$ cat src/rtl/modn_updown_counter.sv
// Modulo-MODULUS up/down counter with clear, clamped parallel load, terminal count and wrap pulse.
// Define MODN_COUNTER_SATURATE_EN to make counting stop at the ends instead of wrapping.
module modn_updown_counter #(
    parameter int WIDTH   = 8,
    parameter int MODULUS = 16
) (
    input  logic             clk,
    input  logic             rst,
    input  logic             en,
    input  logic             up,
    input  logic             clr,
    input  logic             load,
    input  logic [WIDTH-1:0] load_val,
    output logic [WIDTH-1:0] q,
    output logic             tc,
    output logic             wrap
);

    localparam logic [WIDTH-1:0] MAX_VAL = WIDTH'(MODULUS - 1);
    localparam logic [WIDTH-1:0] ONE     = WIDTH'(1);

    generate
        if (MODULUS < 2 || longint'(MODULUS) > (longint'(1) << WIDTH)) begin : g_bad_modulus
            $error("modn_updown_counter: MODULUS out of range for WIDTH");
        end
    endgenerate

    logic [WIDTH-1:0] count_q, count_d;
    logic             wrap_q, wrap_d;
    logic             at_max, at_zero;
    logic [WIDTH-1:0] load_clamped;

    assign at_max       = (count_q == MAX_VAL);
    assign at_zero      = (count_q == '0);
    assign load_clamped = (load_val > MAX_VAL) ? MAX_VAL : load_val;

    // Boundary is detected before the +/-1, so MODULUS = 2**WIDTH never overflows.
    always_comb begin
        count_d = count_q;
        wrap_d  = 1'b0;
        if (clr) begin
            count_d = '0;
        end else if (load) begin
            count_d = load_clamped;
        end else if (en) begin
            if (up) begin
                if (at_max) begin
`ifdef MODN_COUNTER_SATURATE_EN
                    count_d = count_q;
`else
                    count_d = '0;
                    wrap_d  = 1'b1;
`endif
                end else begin
                    count_d = count_q + ONE;
                end
            end else begin
                if (at_zero) begin
`ifdef MODN_COUNTER_SATURATE_EN
                    count_d = count_q;
`else
                    count_d = MAX_VAL;
                    wrap_d  = 1'b1;
`endif
                end else begin
                    count_d = count_q - ONE;
                end
            end
        end
    end

    always_ff @(posedge clk or posedge rst) begin
        if (rst) begin
            count_q <= '0;
            wrap_q  <= 1'b0;
        end else begin
            count_q <= count_d;
            wrap_q  <= wrap_d;
        end
    end

    assign q    = count_q;
    assign wrap = wrap_q;
    assign tc   = en & (up ? at_max : at_zero);

endmodule

$ cat config.mk
export PLATFORM = sky130hd
export DESIGN_NAME = modn_updown_counter
export DESIGN_NICKNAME = d
export VERILOG_FILES = /design/src/rtl/modn_updown_counter.sv
export SDC_FILE = /design/constraint.sdc
export NUM_CORES = 1
export LEC_CHECK = 0
export ABC_AREA = 1
export CORE_MARGIN = 10
export CORE_UTILIZATION = 30
export CTS_CLUSTER_DIAMETER = 30
export DETAILED_ROUTE_END_ITERATION = 8
export PLACE_DENSITY = 0.59
export SKIP_CTS_REPAIR_TIMING = 1
export SYNTH_ARGS = -nofsm -noshare
export SYNTH_HDL_FRONTEND = slang
export SYNTH_SLANG_ARGS = --single-unit
$ cat constraint.sdc
create_clock -name clk -period 1.7 [get_ports clk]
set_clock_uncertainty 0.15 [all_clocks]
set_input_delay 0.255 -clock clk [delete_from_list [all_inputs] [get_ports clk]]
set_output_delay 0.255 -clock clk [all_outputs]
set_load 0.05 [all_outputs]
# --- Word-level counts from Yosys, hierarchy flattened ---
# Cells that the tools add are included.
# W data, S select, Z words.
totals:
  word_cells: 23
  inputBits: 14
  ff_bits: 9
op_classes:
  eq_ne: 1
  n_reduce_logical: 2
  order_cmp: 1
  addsub: 2
  n_bitwise: 1
  n_mux: 14
op_table:
  columns: ["cell", "n"]
  rows:
  - ["$mux W8", 7]
  - ["$add A8 B1 Y8 const B", 1]
  - ["$eq A8 B4 Y1 const B", 1]
  - ["$gt A8 B4 Y1 const B", 1]
  - ["$logic_not A8 Y1", 1]
  - ["$sub A8 B1 Y8 const B", 1]
  - ["$mux W1", 7]
  - ["$reduce_bool A3 Y1", 1]
  - ["$and A1 B1 Y1", 1]

# --- Logic depth before layout (Yosys ltp) ---
# Gate-level depths: netlist of the first run.
logic_depth:
  depth_word: 6
  ltp_mapped: 10
  mapped_depth_nobuf: 10

# --- Worst setup path before layout of the first run ---
# Ideal clock, no wire load.
synth_timing:
  kind: "reg-to-output"
  start: "reg count_q[1] (netlist: q[1])"
  end: "out tc"
  path_buffers: 0
  setup_slack_ps: -1110
  t_arrival_ps: 2405
  path_stages_with_launch: 6
  path_cell_list: "dfrtp_1 -> ha_1 -> nand3_1 -> nor2_1 -> nor2_2 -> nor3_1"
synth_via:
  elab_chain_len: 3
  word_cells_on_any_way: 4
synth_rtl:
  columns: ["item", "line_no", "text"]
  rows:
  - ["start: declaration", "28", "logic [WIDTH-1:0] count_q, count_d;"]
  - ["start signal: assignment", "77", "count_q <= count_d;"]
  - ["$eq A8 B4 Y1 or $logic_not A8 Y1 (tied branches)", "33, 34", null]
  - ["$mux W1 *", "84", "assign tc = en & (up ? at_max : at_zero);"]
  - ["$and A1 B1 Y1 *", "84", null]
  - ["end: declaration", "15", "output logic tc,"]
# Every way passes the cells marked *; elsewhere a longest branch is shown, timed or not.

# --- Final worst setup path of the first run ---
# Same ends and word-level chain as after synthesis.

==> metrics.txt, run 1 <==
Mapped Area=875 sq um; ratio of cells with drive above 1 in the final layout=38.4%; Initial Utilization=31.4%; Finished Core Util=57.1%; CTS tree=done; RSZ-0062 raised after global routing=yes; Post-Route WL=3.02 mm; clock latency on the worst-skew pair=0.26 ns; CTS Buf Count=3; Synth top area share=25.8%; Die Footprint=5480 sq um; nets=215; Area contributors post-synth=dfrtp_1 26%, nand2_1 21%, inv_1 7.3%; Netlist cell types=21; WL/cell=13.2 microns; highest routed layer=met4; placed inst area=1460 sq um; met1 wire length=1.20 mm; Die Width=74.0 microns; Max Freq=515 MHz; worst slew pin tran=0.337 ns; vias in the first global route=1,136; Synth-to-Final Area Change=81.7%; status=finished with violations; Synth Net Count=158; Leak=0.773 nW; row count=19; Final Cycle Share=114%; final instance area=1590 sq um; metal2 WL=1.53 mm; H-tree Lvls=1; Mapped Cells=142; final setup TNS=-0.242 ns; FF+latch count, synth=9; Routed Antenna Nets=0; Final HPWL DP=2.44 mm; DR WL met3=234 microns; register area share after synthesis=25.8%; Final GP Congestion=0.897; crit start category=register; antenna violations before repair=0; Critical Setup Path Class=reg -> out; leading area contributor after synthesis=dfrtp_1; Finished Layout Cells=229; core box area=2780 sq um; CP Capture Type=primary output; 1st-pass router iterations=4; Avg Inst Size Synth=6.16 sq um; max_cap viols=0; chip height=74.0 microns; initial DRC count=52; minimum clock period=1.94 ns; WHS=0.100 ns; Boundary Pins=24; CTS sink count=9; Clock Pin Slew Worst Setup and Hold Paths=0.06 ns; setup violators final=1; crit path max fanout=3; Worst IR Drop VDD=528 uV; min-delay worst type=in -> async; global route total overflow=0; first-pass GRT wire length=4.98 mm; all-layer global routing usage=11.3%; pins over their slew limit=0; CP arrival=1.54 ns; Port Buffers=23; root buffer cell=clkbuf_4; yosys warns=0; diodes inserted=0; placed cells=218; Rel. slew slack=77.5%; DRC violations left=0; largest net degree at the start of global routing=11; PD cells=550 nW/um^2; vias per cell=4.86; CTS max path bufs=2; failing checks=setup timing; Worst Path Required=1.29 ns; Final Hold Violating Endpoints=0; final worst setup slack=-0.242 ns; via count=1,112
-- synthesized netlist by cell type (all sizes together) --
library cell / number
o21ai: 8
nand2: 52
nand3: 13
nor2: 22
xor2: 2
nor3: 4
a21oi: 4
inv: 17
dfrtp: 9
o22ai: 1
buf: 2
nor4: 1
nand4: 4
ha: 2
clkinv: 1
-- cell usage in the layout (no fill, tap or decap) --
cell             Yosys  layout
nand2_1             49      48
nand3_1             12      11
buf_12               0       9
nor2_4               5      10
nor3_4               0       1
inv_1               17      15
nand2_4              0       2
inv_2                0       2
nand3_2              1       1
nand3_4              0       1
o21ai_1              2       5
a21oi_1              4       3
nand2_2              3       2
o21ai_0              6       3
clkinv_2             1       1
xor2_1               2       2
buf_6                1       2
a21oi_2              0       1
nor4_2               1       1
nor3_1               4       3
clkbuf_1             0       1
nor2_1              15      12
buf_4                0      30
o22ai_1              1       1
dfrtp_1              9       1
clkdlybuf4s50_1      0      13
ha_4                 0       2
clkbuf_4             0       3
dfrtp_2              0       8
nand4_1              4       4
-- worst max-delay path, stage by stage, from the launching register on --
cell,delay (ns)
dfrtp_2,0.42
inv_2,0.09
ha_4,0.16
nand2_4,0.05
nor2_4,0.11
nor2_4,0.05
nor3_4,0.22
buf_12,0.16
-- layer usage --
layer | global-route usage [%] | vias to the layer above
met3 | 4.65 | 7
met5 | 0 | -
met2 | 19.2 | 38
met1 | 12.1 | 501
li1 | - | 566
met4 | 4.97 | 0
-- flip-flops by register name, summed over array words and instances (netlist names) --
| register | cells |
|---|---|
| q | 8 |
| wrap | 1 |
-- where the power goes --
group | leakage (nW) | total, mW | internal, mW | switching, mW
sequential | 0.108 | 0.250 | 0.229 | 0.0202
combinational | 0.650 | 0.460 | 0.223 | 0.237
clock | 0.0150 | 0.164 | 0.0904 | 0.0737
total | 0.773 | 0.874 | 0.543 | 0.331
-- cell type report --
cell class	instances	area, sq um
fillers	256	1190
multi-input cells	113	662
repair buffers	54	558
flip-flops and latches	9	235
inverters	18	68.8
well taps	31	38.8
clock buffers	4	26.3
-- final timing paths --
| kind | from | to | slack (ns) | cells past startpoint |
|---|---|---|---|---|
| min in group clk | en | wrap | 0.51 | 3 |
| worst min register to register | q[6] | q[6] | 0.54 | 3 |
| max in group asynchronous | rst | q[7] | 1.03 | 2 |
| worst min-delay path | rst | wrap | 0.10 | 2 |
| worst max-delay path | q[1] | tc | -0.24 | 7 |
| worst max register to register | q[1] | q[3] | 0.04 | 12 |
-- metrics by stage --
| step | setup WS (ns) | power (mW) |
|---|---|---|
| after floorplan | -0.282 | 0.459 |
| after global routing | -0.324 | 0.931 |
| after detailed placement | -0.0223 | 0.659 |
| final | -0.242 | 0.874 |
| after CTS | -0.311 | 0.828 |
| after global placement | 0.0187 | 0.653 |
-- logic make-up (layout without fill, tap and decap cells) --
logic type | Yosys count | in the layout | synth area share [%]
AO/OA/AOI/OAI | 13 | 13 | 7.58
adder cells (fa/ha/maj) | 2 | 2 | 2.86
flip-flops | 9 | 9 | 25.8
AND/OR/NAND/NOR | 96 | 96 | 52.1
buffers and inverters | 20 | 76 | 9.73
XOR/XNOR | 2 | 2 | 2.00
No activity file was read; power rests on OpenSTA's default activity.
==> inputs of run 2 (changes only) <==
--- a/config.mk
+++ b/config.mk
@@ -10,7 +10,8 @@
 export CORE_UTILIZATION = 30
 export CTS_CLUSTER_DIAMETER = 30
 export DETAILED_ROUTE_END_ITERATION = 8
-export PLACE_DENSITY = 0.59
+export DONT_BUFFER_PORTS = 1
+export PLACE_DENSITY = 0.49
 export SKIP_CTS_REPAIR_TIMING = 1
 export SYNTH_ARGS = -nofsm -noshare
 export SYNTH_HDL_FRONTEND = slang
==> run 2 against run 1 <==
  * The flow still finishes with violations (setup timing)
  * Via count shrank 11%
  * First-iteration DRC count shrank 19%
  * Combinational power shrank 26%
  * Clock power grew 9%
  * Power shrank 12%
  * Worst hold slack lost 0.098 ns
  * Critical path depth is the same
  * Utilization shrank 12 points
  * Register-to-register slack gained 0.02 ns
  * Critical path type unchanged
  * Highest routed layer unchanged
==> metrics.txt, run 2 (synthesized netlist as in run 1, its figures left out) <==
min-delay worst type=in -> reg; DRC violations left=0 (unchanged); Largest register FFs=8 (unchanged); initial DRC count=42 (-19%); Finished Core Util=44.9% (-12 points); CTS tree=done; pins over their slew limit=0 (unchanged); Boundary Pins=24 (unchanged); failing checks=setup timing; final worst setup slack=-0.230 ns (+0.0116 ns); Pwr Total=0.769 mW (-12%); minimum clock period=1.93 ns (-0.0116 ns); Worst IR Drop VDD=367 uV (-31%); vias per cell=4.91 (+1.0%); Sw Share=41.0% (+3.1 points); largest net degree at the start of global routing=11 (unchanged); vias in the first global route=953 (-16%); most common cell after layout, fill and taps aside=nand2_1; antenna violations before repair=0 (unchanged); part of the power in registers=32.6% (+4.1 points); FILL cells=286 (+12%); root buffer cell=clkbuf_4; 1st-pass router iterations=4 (unchanged); global route total overflow=0 (unchanged); Routed Antenna Nets=0 (unchanged); Final Hold Violating Endpoints=0 (unchanged); final setup TNS=-0.230 ns (+0.0116 ns); Port Buffers=0 (-100%); PD cells=616 nW/um^2 (+12%); Worst Path Required=1.29 ns (about the same); row count=19 (unchanged); Final Cycle Share=114% (-0.68 points); Initial Utilization=31.4% (unchanged); ratio of cells with drive above 1 in the final layout=35.3% (-3.1 points); Rel. slew slack=70.4% (-7.1 points); Clk network pwr share=23.1% (+4.3 points); WL/cell=13.1 microns (-0.80%); CTS sink count=9 (unchanged); Critical Setup Path Class=reg -> out; Clock Pin Slew Worst Setup and Hold Paths=0.07 ns (about the same); placed inst area=1110 sq um (-24%); Final HPWL DP=2.17 mm (-11%); WHS=0.00259 ns (-0.0976 ns); crit path max fanout=5 (+2); final instance area=1250 sq um (-21%); CTS Buf Count=3 (unchanged); Pint=0.454 mW (-16%); Leak=0.622 nW (-20%); chip height=74.0 microns (unchanged); setup violators final=1 (unchanged); CTS max path bufs=2 (unchanged); Synth-to-Final Area Change=42.8%; CP Capture Type=primary output; first-pass GRT wire length=4.34 mm (-13%); nets=187 (-13%); Die Footprint=5480 sq um (unchanged); via count=986 (-11%); status=finished with violations; max_cap viols=0 (unchanged); all-layer global routing usage=10.2% (-1.2 points); core box area=2780 sq um (unchanged); crit start category=register; CP arrival=1.52 ns (-0.02 ns); NetSw=0.316 mW (-4.7%); commonest non-fill, non-tap cells in the layout=49 x nand2_1, 21 x buf_4, 15 x inv_1; diodes inserted=0 (unchanged); Post-Route WL=2.63 mm (-13%); RSZ-0062 raised after global routing=yes; worst slew pin tran=0.445 ns (+0.108 ns); Final GP Congestion=0.832 (-7.2%); clock latency on the worst-skew pair=0.27 ns (about the same); H-tree Lvls=1 (unchanged); combinational share of power=44.3% (-8.4 points); Max Freq=518 MHz (+0.60%); Die Width=74.0 microns (unchanged)
==> run 2: path summary, 6_finish.rpt <==
path / slack, ns / depth (start not counted) / end / from
max: -0.23 / 7 / tc / q[1]
min in group asynchronous: 0.25 / 2 / wrap / rst
max reg2reg: 0.06 / 12 / q[3] / q[0]
min: 0.003 / 3 / q[1] / clr
max in group asynchronous: 0.86 / 2 / q[0] / rst
min reg2reg: 0.44 / 2 / q[3] / q[3]
==> run 2: area by class of cell <==
class                      count  area (sq um)  area share, %
clock inverter                 1          5.00          0.401
sequential                     9           235           18.8
inverter                      18          68.8           5.51
tap                           31          38.8           3.11
multi-input combinational    113           658           52.7
clock buffer                   3          22.5           1.80
timing repair buffer          26           220           17.6
==> run 2: routing by layer <==
| layer | global-route usage (%) | vias to the layer above | routed length (microns) |
|---|---|---|---|
| met5 | 0 | - | 0 |
| met4 | 5.18 | 0 | 51 |
| met3 | 4.79 | 5 | 216 |
| met2 | 16.1 | 30 | 1230 |
| met1 | 11.2 | 444 | 1130 |
| li1 | - | 507 | - |
==> run 2: through the flow <==
stage / setup WS, ns / std cells
after floorplan: -0.282 / 142
after global placement: -0.00239 / 188
after detailed placement: -0.0102 / 188
after CTS: -0.320 / 192
after global routing: -0.287 / 201
final: -0.230 / 201
==> run 2: critical path, stage by stage, from the launching register on <==
cell	delay (ns)
dfrtp_2	0.44
inv_2	0.09
ha_4	0.14
nand2_4	0.05
nor2_4	0.11
nor2_4	0.06
nor3_4	0.21
buf_12	0.16
==> run 2: power by group through the flow <==
stage | clock, mW | sequential, mW | combinational, mW
2_1_floorplan | 0 | 0.300 | 0.159
3_3_place_gp | 0 | 0.254 | 0.295
5_1_grt | 0.202 | 0.253 | 0.376
3_5_place_dp | 0 | 0.254 | 0.294
6_report | 0.178 | 0.251 | 0.341
4_1_cts | 0.189 | 0.250 | 0.295
